**src/rtl/transform4x4_pkg.sv**
```systemverilog
// Shared types and coefficient tables for the 4x4 forward/inverse integer transform engine.
package transform4x4_pkg;

  typedef enum logic [1:0] {IDLE, S1, S2, HOLD} state_e;

  typedef enum logic [2:0] {ZERO, P1, N1, P2, N2, PH, NH} coef_e;

  localparam logic MODE_FWD = 1'b0;
  localparam logic MODE_INV = 1'b1;

  localparam coef_e FWD_TAB [4][4] = '{
    '{P1, P1, P1, P1},
    '{P2, P1, N1, N2},
    '{P1, N1, N1, P1},
    '{P1, N2, P2, N1}
  };

  localparam coef_e INV_TAB [4][4] = '{
    '{P1, P1, P1, PH},
    '{P1, PH, N1, N1},
    '{P1, NH, N1, P1},
    '{P1, N1, P1, NH}
  };

  function automatic coef_e coef_at(input logic mode, input logic [1:0] row, input logic [1:0] col);
    return (mode == MODE_INV) ? INV_TAB[row][col] : FWD_TAB[row][col];
  endfunction

endpackage

```
**src/rtl/transform4x4_term.sv**
```systemverilog
// One scaled operand for the shared adder: x, -x, 2x, -2x, floor(x/2), -floor(x/2) or 0.
module transform4x4_term
  import transform4x4_pkg::*;
#(
  parameter int ACC_W = 15
) (
  input  logic [2:0]              code,
  input  logic signed [ACC_W-1:0] operand,
  output logic signed [ACC_W-1:0] term
);

  always_comb begin
    term = '0;
    case (code)
      P1:      term = operand;
      N1:      term = -operand;
      P2:      term = operand <<< 1;
      N2:      term = -(operand <<< 1);
      PH:      term = operand >>> 1;
      NH:      term = -(operand >>> 1);
      default: term = '0;
    endcase
  end

endmodule

```
**src/rtl/transform4x4_engine.sv**
```systemverilog
// 4x4 forward/inverse core transform (T = A*X*A^T) on one time-shared 4-input adder, 32 compute cycles.
// Optional output clamping when TRANSFORM4X4_SATURATE_EN is defined.
module transform4x4_engine
  import transform4x4_pkg::*;
#(
  parameter int IN_W  = 9,
  parameter int OUT_W = 15
) (
  input  logic                  in_clk,
  input  logic                  in_rst,
  input  logic                  in_valid,
  output logic                  in_ready,
  input  logic                  in_mode,
  input  logic [16*IN_W-1:0]    in_X,
  output logic                  out_valid,
  input  logic                  out_ready,
  output logic [16*OUT_W-1:0]   out_T,
  output logic                  out_busy
);

  localparam int ACC_W = IN_W + 6;

  state_e                  state_q, state_d;
  logic [3:0]              idx_q, idx_d;
  logic                    mode_q, mode_d;
  logic signed [ACC_W-1:0] x_q [16];
  logic signed [ACC_W-1:0] x_d [16];
  logic signed [ACC_W-1:0] m_q [16];
  logic signed [ACC_W-1:0] m_d [16];
  logic signed [OUT_W-1:0] t_q [16];
  logic signed [OUT_W-1:0] t_d [16];

  logic signed [ACC_W-1:0] op_w   [4];
  logic signed [ACC_W-1:0] term_w [4];
  logic [2:0]              code_w [4];
  logic signed [ACC_W-1:0] sum_w;
  logic signed [OUT_W-1:0] res_w;
  logic [1:0]              row_w, col_w;

  assign row_w = idx_q[3:2];
  assign col_w = idx_q[1:0];

  // Pass 1 walks column c of X against row r of A; pass 2 walks row r of M against row c of A.
  always_comb begin
    for (int k = 0; k < 4; k++) begin
      op_w[k]   = '0;
      code_w[k] = ZERO;
    end
    case (state_q)
      S1: begin
        for (int k = 0; k < 4; k++) begin
          op_w[k]   = x_q[{2'(k), col_w}];
          code_w[k] = coef_at(mode_q, row_w, 2'(k));
        end
      end
      S2: begin
        for (int k = 0; k < 4; k++) begin
          op_w[k]   = m_q[{row_w, 2'(k)}];
          code_w[k] = coef_at(mode_q, col_w, 2'(k));
        end
      end
      default: ;
    endcase
  end

  generate
    for (genvar gi = 0; gi < 4; gi++) begin : g_term
      transform4x4_term #(.ACC_W(ACC_W)) u_term (
        .code    (code_w[gi]),
        .operand (op_w[gi]),
        .term    (term_w[gi])
      );
    end
  endgenerate

  assign sum_w = term_w[0] + term_w[1] + term_w[2] + term_w[3];

  generate
    if (OUT_W >= ACC_W) begin : g_ext
      assign res_w = OUT_W'(sum_w);
    end else begin : g_narrow
`ifdef TRANSFORM4X4_SATURATE_EN
      localparam logic signed [ACC_W-1:0] SAT_MAX = ACC_W'((64'sd1 <<< (OUT_W - 1)) - 64'sd1);
      localparam logic signed [ACC_W-1:0] SAT_MIN = ~SAT_MAX;
      logic signed [ACC_W-1:0] clamp_w;
      always_comb begin
        clamp_w = sum_w;
        if (sum_w > SAT_MAX) begin
          clamp_w = SAT_MAX;
        end else if (sum_w < SAT_MIN) begin
          clamp_w = SAT_MIN;
        end
      end
      assign res_w = OUT_W'(clamp_w);
`else
      assign res_w = OUT_W'(sum_w);
`endif
    end
  endgenerate

  always_comb begin
    state_d   = state_q;
    idx_d     = idx_q;
    mode_d    = mode_q;
    x_d       = x_q;
    m_d       = m_q;
    t_d       = t_q;
    in_ready  = 1'b0;
    out_valid = 1'b0;
    out_busy  = 1'b0;
    case (state_q)
      IDLE: begin
        in_ready = 1'b1;
        if (in_valid) begin
          for (int i = 0; i < 16; i++) begin
            x_d[i] = ACC_W'($signed(in_X[i*IN_W +: IN_W]));
          end
          mode_d  = in_mode;
          idx_d   = '0;
          state_d = S1;
        end
      end
      S1: begin
        out_busy   = 1'b1;
        m_d[idx_q] = sum_w;
        idx_d      = idx_q + 4'd1;
        if (idx_q == 4'd15) begin
          idx_d   = '0;
          state_d = S2;
        end
      end
      S2: begin
        out_busy   = 1'b1;
        t_d[idx_q] = res_w;
        idx_d      = idx_q + 4'd1;
        if (idx_q == 4'd15) begin
          idx_d   = '0;
          state_d = HOLD;
        end
      end
      HOLD: begin
        out_valid = 1'b1;
        if (out_ready) begin
          state_d = IDLE;
        end
      end
      default: begin
        idx_d   = '0;
        state_d = IDLE;
      end
    endcase
  end

  always_ff @(posedge in_clk or posedge in_rst) begin
    if (in_rst) begin
      state_q <= IDLE;
      idx_q   <= '0;
      mode_q  <= MODE_FWD;
      for (int i = 0; i < 16; i++) begin
        x_q[i] <= '0;
        m_q[i] <= '0;
        t_q[i] <= '0;
      end
    end else begin
      state_q <= state_d;
      idx_q   <= idx_d;
      mode_q  <= mode_d;
      x_q     <= x_d;
      m_q     <= m_d;
      t_q     <= t_d;
    end
  end

  generate
    for (genvar gi = 0; gi < 16; gi++) begin : g_out
      assign out_T[gi*OUT_W +: OUT_W] = t_q[gi];
    end
  endgenerate

endmodule

```
**config.mk**
```make
export PLATFORM = sky130hd
export DESIGN_NAME = transform4x4_engine
export DESIGN_NICKNAME = d
export VERILOG_FILES = /design/src/rtl/transform4x4_pkg.sv /design/src/rtl/transform4x4_term.sv /design/src/rtl/transform4x4_engine.sv
export SDC_FILE = /design/constraint.sdc
export NUM_CORES = 2
export LEC_CHECK = 0
export BUFFER_PORTS_ARGS = -buffer_cell sky130_fd_sc_hd__buf_2
export CAP_MARGIN = 20
export CORE_ASPECT_RATIO = 1.5
export CORE_MARGIN = 1
export CORE_UTILIZATION = 59
export CTS_BUF_LIST = sky130_fd_sc_hd__clkbuf_8 sky130_fd_sc_hd__clkbuf_16
export CTS_CLUSTER_DIAMETER = 50
export DETAILED_ROUTE_END_ITERATION = 10
export GPL_TIMING_DRIVEN = 0
export PLACE_DENSITY_LB_ADDON = 0.2
export SYNTH_ARGS = -nofsm -noshare
export SYNTH_HDL_FRONTEND = slang
export SYNTH_SLANG_ARGS = --single-unit
export TNS_END_PERCENT = 50
```
**constraint.sdc**
```tcl
create_clock -name in_clk -period 20.8 [get_ports in_clk]
set_input_delay 1.04 -clock in_clk [delete_from_list [all_inputs] [get_ports in_clk]]
set_output_delay 1.04 -clock in_clk [all_outputs]
set_load 0.01 [all_outputs]
```
After elaboration in Yosys (flattened, before gate mapping)
Index checks and enable logic that the tools add are counted.
{"block": "classes", "add_sub_neg": 16, "n_lt_le_gt_ge": 12, "eq_ne": 32, "muxes": 65, "bitwise": 11, "reduce_logical": 7}
{"operator": "15-bit binary-select mux with 4-bit select", "count": 8}
{"operator": "240-bit bitwise mux", "count": 2}
{"operator": "15-bit case mux with 6 select lines", "count": 4}
{"operator": "15-bit 2-to-1 mux", "count": 17}
{"operator": "15-bit negation", "count": 8}
{"operator": "60-bit case mux with 2 select lines", "count": 1}
{"operator": "12-bit binary-select mux with 2-bit select", "count": 4}
{"operator": "12-bit 2-to-1 mux", "count": 8}
{"operator": "15-bit demux with 4-bit select", "count": 1}
{"operator": "14-bit negation with 15-bit output", "count": 4}
{"operator": "15-bit adder", "count": 3}
{"operator": "5-bit greater-or-equal comparator, second input constant", "count": 9}
{"operator": "3-bit == test, second input constant", "count": 12}
{"operator": "4-bit inverter with 5-bit output", "count": 7}
{"operator": "3-bit by 2-bit == test with 1-bit output, second input constant", "count": 8}
{"operator": "3-bit 2-to-1 mux", "count": 8}
{"operator": "12-bit case mux with 2 select lines", "count": 1}
{"operator": "3-bit by 1-bit == test with 1-bit output, second input constant", "count": 4}
{"operator": "2-bit 2-to-1 mux", "count": 4}
{"operator": "4-bit 2-to-1 mux", "count": 2}
{"operator": "2-bit inequality test, second input constant", "count": 4}
{"operator": "2-bit case mux with 4 select lines", "count": 1}
{"operator": "4-bit case mux with 2 select lines", "count": 1}
{"operator": "3-bit greater-or-equal comparator, second input constant", "count": 2}
{"operator": "15 further kinds", "count": 20}
{"block": "word_totals", "register_bits": 631, "inputBits": 149, "output_inout_bits": 243}

Logic depth before layout (Yosys ltp)
{"block": "depth", "word_depth": 12, "mapped_depth": 32}

By module
Synthesis repeated with hierarchy kept, for this count alone.
{"block": "unflattened", "hier_cells": 3701, "area_unflattened_um2": 35301.4}
{"module": "transform4x4_engine", "instances": 1, "cells_per_inst": 2942, "area_per_inst_um2": 30330.3, "seq_area_each_um2": 15790.1}
{"module": "transform4x4_term at g_term[0].u_term ...", "instances": 2, "cells_per_inst": 194, "area_per_inst_um2": 1237.4, "seq_area_each_um2": 0.0}
{"module": "transform4x4_term at g_term[3].u_term", "instances": 1, "cells_per_inst": 185, "area_per_inst_um2": 1262.5, "seq_area_each_um2": 0.0}
{"module": "transform4x4_term at g_term[2].u_term", "instances": 1, "cells_per_inst": 186, "area_per_inst_um2": 1233.7, "seq_area_each_um2": 0.0}

Worst setup path before layout
Ideal clock, no wire load.
{"block": "synth_path", "path_type": "reg-to-reg", "from": "register state_q[0]", "to": "register t_q, in the netlist out_T[103]", "setup_ps": 69, "t_arrival_ps": 7513, "slack_ps": 13218, "path_stages_with_launch": 32, "period_less_slack_ps": 7582, "cell_sequence": "dfrtp_1 > inv_1 > ha_1 > clkbuf_1 > clkbuf_1 > clkbuf_1 > clkbuf_1 > clkbuf_1 > buf_1 > nand2b_1 > ha_1 > xor2_1 > nor2_1 > o21ai_0 > a21oi_1 > fa_1 > inv_1 > fa_1 > inv_1 > fa_1 > a21o_1 > a21oi_1 > o21bai_1 > a21oi_1 > o21bai_1 > a21oi_1 > o21bai_1 > a2111oi_1 > clkbuf_1 > buf_1 > o211ai_1 > nand3_1"}
{"block": "synth_via", "elab_chain_len": 8}
{"item": "start, declared", "line": "transform4x4_engine.sv:23", "rtl": "state_e state_q, state_d;"}
{"item": "start signal, assigned", "line": "transform4x4_engine.sv:165", "rtl": "state_q <= state_d;"}
{"item": "2-bit == test or 2-bit by 1-bit == test with 1-bit output (tied branches)", "line": "transform4x4_engine.sv:49, transform4x4_engine.sv:111"}
{"item": "60-bit case mux with 2 select lines or 12-bit case mux with 2 select lines (tied branches)", "line": "transform4x4_engine.sv:49", "rtl": "case (state_q)"}
{"item": "15-bit negation, or another cell as far along", "line": "transform4x4_term.sv:16", "rtl": "N1: term = -operand;"}
{"item": "15-bit case mux with 6 select lines", "line": "transform4x4_term.sv:14", "rtl": "case (code)"}
{"item": "15-bit adder (3 in a row)", "line": "transform4x4_engine.sv:76", "rtl": "assign sum_w = term_w[0] + term_w[1] + term_w[2] + term_w[3];"}
{"item": "240-bit bitwise mux", "line": "transform4x4_engine.sv:134", "rtl": "t_d[idx_q] = res_w;"}
{"item": "end signal, assigned", "line": "transform4x4_engine.sv:170", "rtl": "t_q <= t_d;"}
{"item": "end, declared", "line": "transform4x4_engine.sv:30", "rtl": "logic signed [OUT_W-1:0] t_q [16];"}
Several ways; a longest one is shown, not always the timed one.
A chain may end at the register's enable or synchronous reset.

Worst setup path in the final report
{"block": "layout_path", "from": "register state_q[0]", "to": "register m_q[146] (netlist bit)"}
{"block": "layout_via", "elab_chain_len": 8}
{"item": "2-bit == test or 2-bit by 1-bit == test with 1-bit output (tied branches)", "line": "transform4x4_engine.sv:49, transform4x4_engine.sv:111"}
{"item": "60-bit case mux with 2 select lines or 12-bit case mux with 2 select lines (tied branches)", "line": "transform4x4_engine.sv:49"}
{"item": "15-bit negation, or another cell as far along", "line": "transform4x4_term.sv:16"}
{"item": "15-bit case mux with 6 select lines", "line": "transform4x4_term.sv:14"}
{"item": "15-bit adder (3 in a row)", "line": "transform4x4_engine.sv:76"}
{"item": "240-bit bitwise mux", "line": "transform4x4_engine.sv:125", "rtl": "m_d[idx_q] = sum_w;"}
{"item": "end signal, assigned", "line": "transform4x4_engine.sv:169", "rtl": "m_q <= m_d;"}
{"item": "end, declared", "line": "transform4x4_engine.sv:28", "rtl": "logic signed [ACC_W-1:0] m_q [16];"}
Several ways; a longest one is shown, not always the timed one.

==> impl_metrics.py <==
metrics = {
    "status": {
        "status": "completed",
    },
    "clocking": {
        "cts_resized": 0,
        "cts_buffers": 59,
        "htree_num_levels": 2,
        "clock_latency_ns": 0.66,
        "clockBufferDepth": 3,
        "tritoncts": "yes",
        "clock_sink_count": 631,
        "ctsRootBufferMaster": "clkbuf_16",
        "ctsHoldBuffers": 0,
        "cts_setup_buffers": 0,
        "path_clk_slew_ns": 0.07,
    },
    "synthesis": {
        "ys_async_sr_fraction_pct": 100,
        "synth_area_leaders": "dfrtp_1 (51%), mux2_2 (8.9%), nand2_1 (6.0%)",
        "synth_seq_area_share_pct": 50.5,
        "synth_cell_types": 79,
        "yosysTopAreaCell": "dfrtp_1",
        "synth_edf_count": 0,
        "syn-num-nets": 3126,
        "avgSynthCellArea_um2": 10.7,
        "synth_ff_type": "dfrtp_1",
        "synthCells": 2915,
        "synth_top_area_share_pct": 50.5,
        "ys_warn_count": 0,
        "netlist_area_um2": 31300,
        "synth_seq_cells": 631,
    },
    "setup_path": {
        "crit_top_cell": "clkbuf_1",
        "timing.critical_path.from": "state_q[0]",
        "cp-start-kind": "register",
        "worstSetupPathType": "register to register",
        "arrival_ns": 11.50,
        "endpoint": "m_q[146]",
        "critPathSlowestCell": "clkbuf_1",
        "end_kind": "register",
        "worstPathRequired_ns": 21.28,
        "cpPeakStageDelay_ns": 0.83,
        "critPathMaxFanout": 10,
        "r2r-end": "m_q[146]",
        "r2r_start": "state_q[0]",
        "worst-r2r-cell-count": 30,
        "reg2reg_slack_ns": 9.78,
    },
    "timing": {
        "period_needed_ns": 11.02,
        "setup_viol": 0,
        "hold_viol": 0,
        "skew_ns": 0.0267,
        "fmax_mhz": 90.8,
        "rsz0062_at_grt": "no",
        "maxSlewHeadroom_pct": 24.6,
        "period_share_pct": 53.0,
        "setup_slack_ns": 9.78,
        "tightest_slew_ns": 1.12,
        "slew_viol_final": 0,
    },
    "routing": {
        "wl_mm": 110,
        "avgViaCountPerCell": 6.35,
        "ant_nets": 0,
        "first_iter_violations": 2193,
        "wl_per_cell_um": 26.7,
        "vias": 26058,
        "first_pass_iters": 6,
        "drc": 0,
    },
    "die": {
        "die_y_um": 284,
        "initial_core_util_pct": 59.6,
        "die_w_um": 190,
        "fp.dieArea_um2": 53900,
        "io_pins": 392,
        "design.core.area_um2": 52500,
        "row_count": 103,
    },
    "grt": {
        "antenna_found_initial": 3,
        "grt_use_total_pct": 41.3,
        "first_global_vias": 27276,
        "grt_overflow": 0,
        "grt_pass1_wl_mm": 165,
        "grt_max_degree": 135,
    },
    "layout": {
        "fin_nets": 3585,
        "area_growth_pct": 16.2,
        "fin_area_um2": 36300,
        "final_layout_size_suffix_gt1_share_pct": 26.7,
        "layout.cells.non_filler": 4105,
        "n_fill_cell": 3944,
        "fin_util_pct": 69.2,
    },
    "placement": {
        "dp_cells": 3995,
        "pre_cts_slack_ns": 10.13,
        "place_area_um2": 34300,
        "portBuffers": 391,
        "dpl.hpwl_mm": 81.6,
        "gp_congestion": 0.993,
    },
    "job": {
        "max-cap-violations": 0,
    },
    "hold_path": {
        "min_path_type": "input pin to async pin",
    },
}
-- state kept, by name (all words and copies together) (netlist names) --
signal / flops
m_q: 240
mode_q: 1
out_T: 240
state_q: 2
idx_q: 4
x_q: 144
-- cell usage after synthesis (32+ instances only) --
library cell and n:
dfrtp_1 631, a21oi_1 59, or4_1 32, nand3_1 82
inv_1 86, mux2i_1 38, nor2_1 101, ha_1 34
xnor2_1 37, mux2_2 247, o21ai_0 360, o211ai_1 42
nand2_1 502, clkbuf_1 190, o22ai_1 36, mux4_2 80
-- worst max-delay path, delay by kind of cell (launching register included) --
family | cells | cell delay [ns]
buffers and inverters | 10 | 5.04
adders and majority gates | 5 | 2.47
AOI/OAI and AO/OA | 11 | 1.89
xor gates and xnor gates | 2 | 0.80
DFF | 1 | 0.42
and+or+nand+nor | 2 | 0.19
-- logic make-up after synthesis --
logic type,count (synthesis),share of synthesized area (%)
simple gates,803,11.1
compound gates,680,13.4
flops,631,50.5
mux,365,15.9
buf+inv,310,4.03
xor+xnor,64,1.90
fa+ha+maj,62,3.15
-- cell usage in the layout (no fill, tap or decap), types with 19 or more instances in the layout --
cell type | synthesis | layout
nand3_1 | 82 | 82
a22oi_1 | 26 | 26
or4_1 | 32 | 32
o22ai_1 | 36 | 36
ha_1 | 34 | 34
clkbuf_1 | 190 | 190
inv_1 | 86 | 93
o21ai_1 | 19 | 19
clkbuf_16 | 0 | 60
a21oi_1 | 59 | 59
mux2i_1 | 38 | 38
xor2_1 | 25 | 25
nand2_1 | 502 | 502
o21ai_0 | 360 | 360
mux4_2 | 80 | 80
o21ai_2 | 31 | 31
mux2_2 | 247 | 247
o211ai_1 | 42 | 42
buf_2 | 11 | 402
nor3_1 | 20 | 20
nor2_1 | 101 | 101
dfrtp_1 | 631 | 631
fa_1 | 28 | 28
xnor2_1 | 37 | 37
-- final cells by class --
cell class / instances / area, µm² / share of cell area, %
timing repair buffer: 398 / 2130 / 5.86
clock inverter: 39 / 422 / 1.16
multi-input combinational: 1974 / 14200 / 39.1
clock buffer: 70 / 1640 / 4.51
inverter: 86 / 330 / 0.910
antenna: 1 / 2.50 / 0.00689
tap: 682 / 853 / 2.35
sequential: 631 / 15800 / 43.5
buffer: 224 / 937 / 2.58
-- through the flow --
stage	hold slack (ns)	setup TNS, ns
floorplan	0.445	0
global placement	0.457	-1862.03
detailed placement	0.463	0
CTS	0.437	0
global route	0.458	0
finish	0.429	0
-- worst min path at each step --
stage	cells after the start	endpoint	start
CTS	2	out_T[174]	in_rst
global placement	2	m_q[110]	m_q[110]
floorplan	2	m_q[108]	m_q[108]
global route	2	out_T[174]	in_rst
detailed placement	2	m_q[44]	m_q[44]
finish	2	x_q[199]	in_rst
-- metal layers --
| metal | vias to the layer above | GRT usage (%) | wire (µm) |
|---|---|---|---|
| met2 | 1414 | 68.9 | 53700 |
| met4 | 2 | 31.1 | 9700 |
| li1 | 11188 | - | - |
| met3 | 428 | 8.19 | 8280 |
| met5 | - | 0 | 16 |
| met1 | 13026 | 46.6 | 38100 |
Power is left out: the tool's default activity adds up to more than one toggle a clock period on the data nets, which glitch-free logic cannot reach.
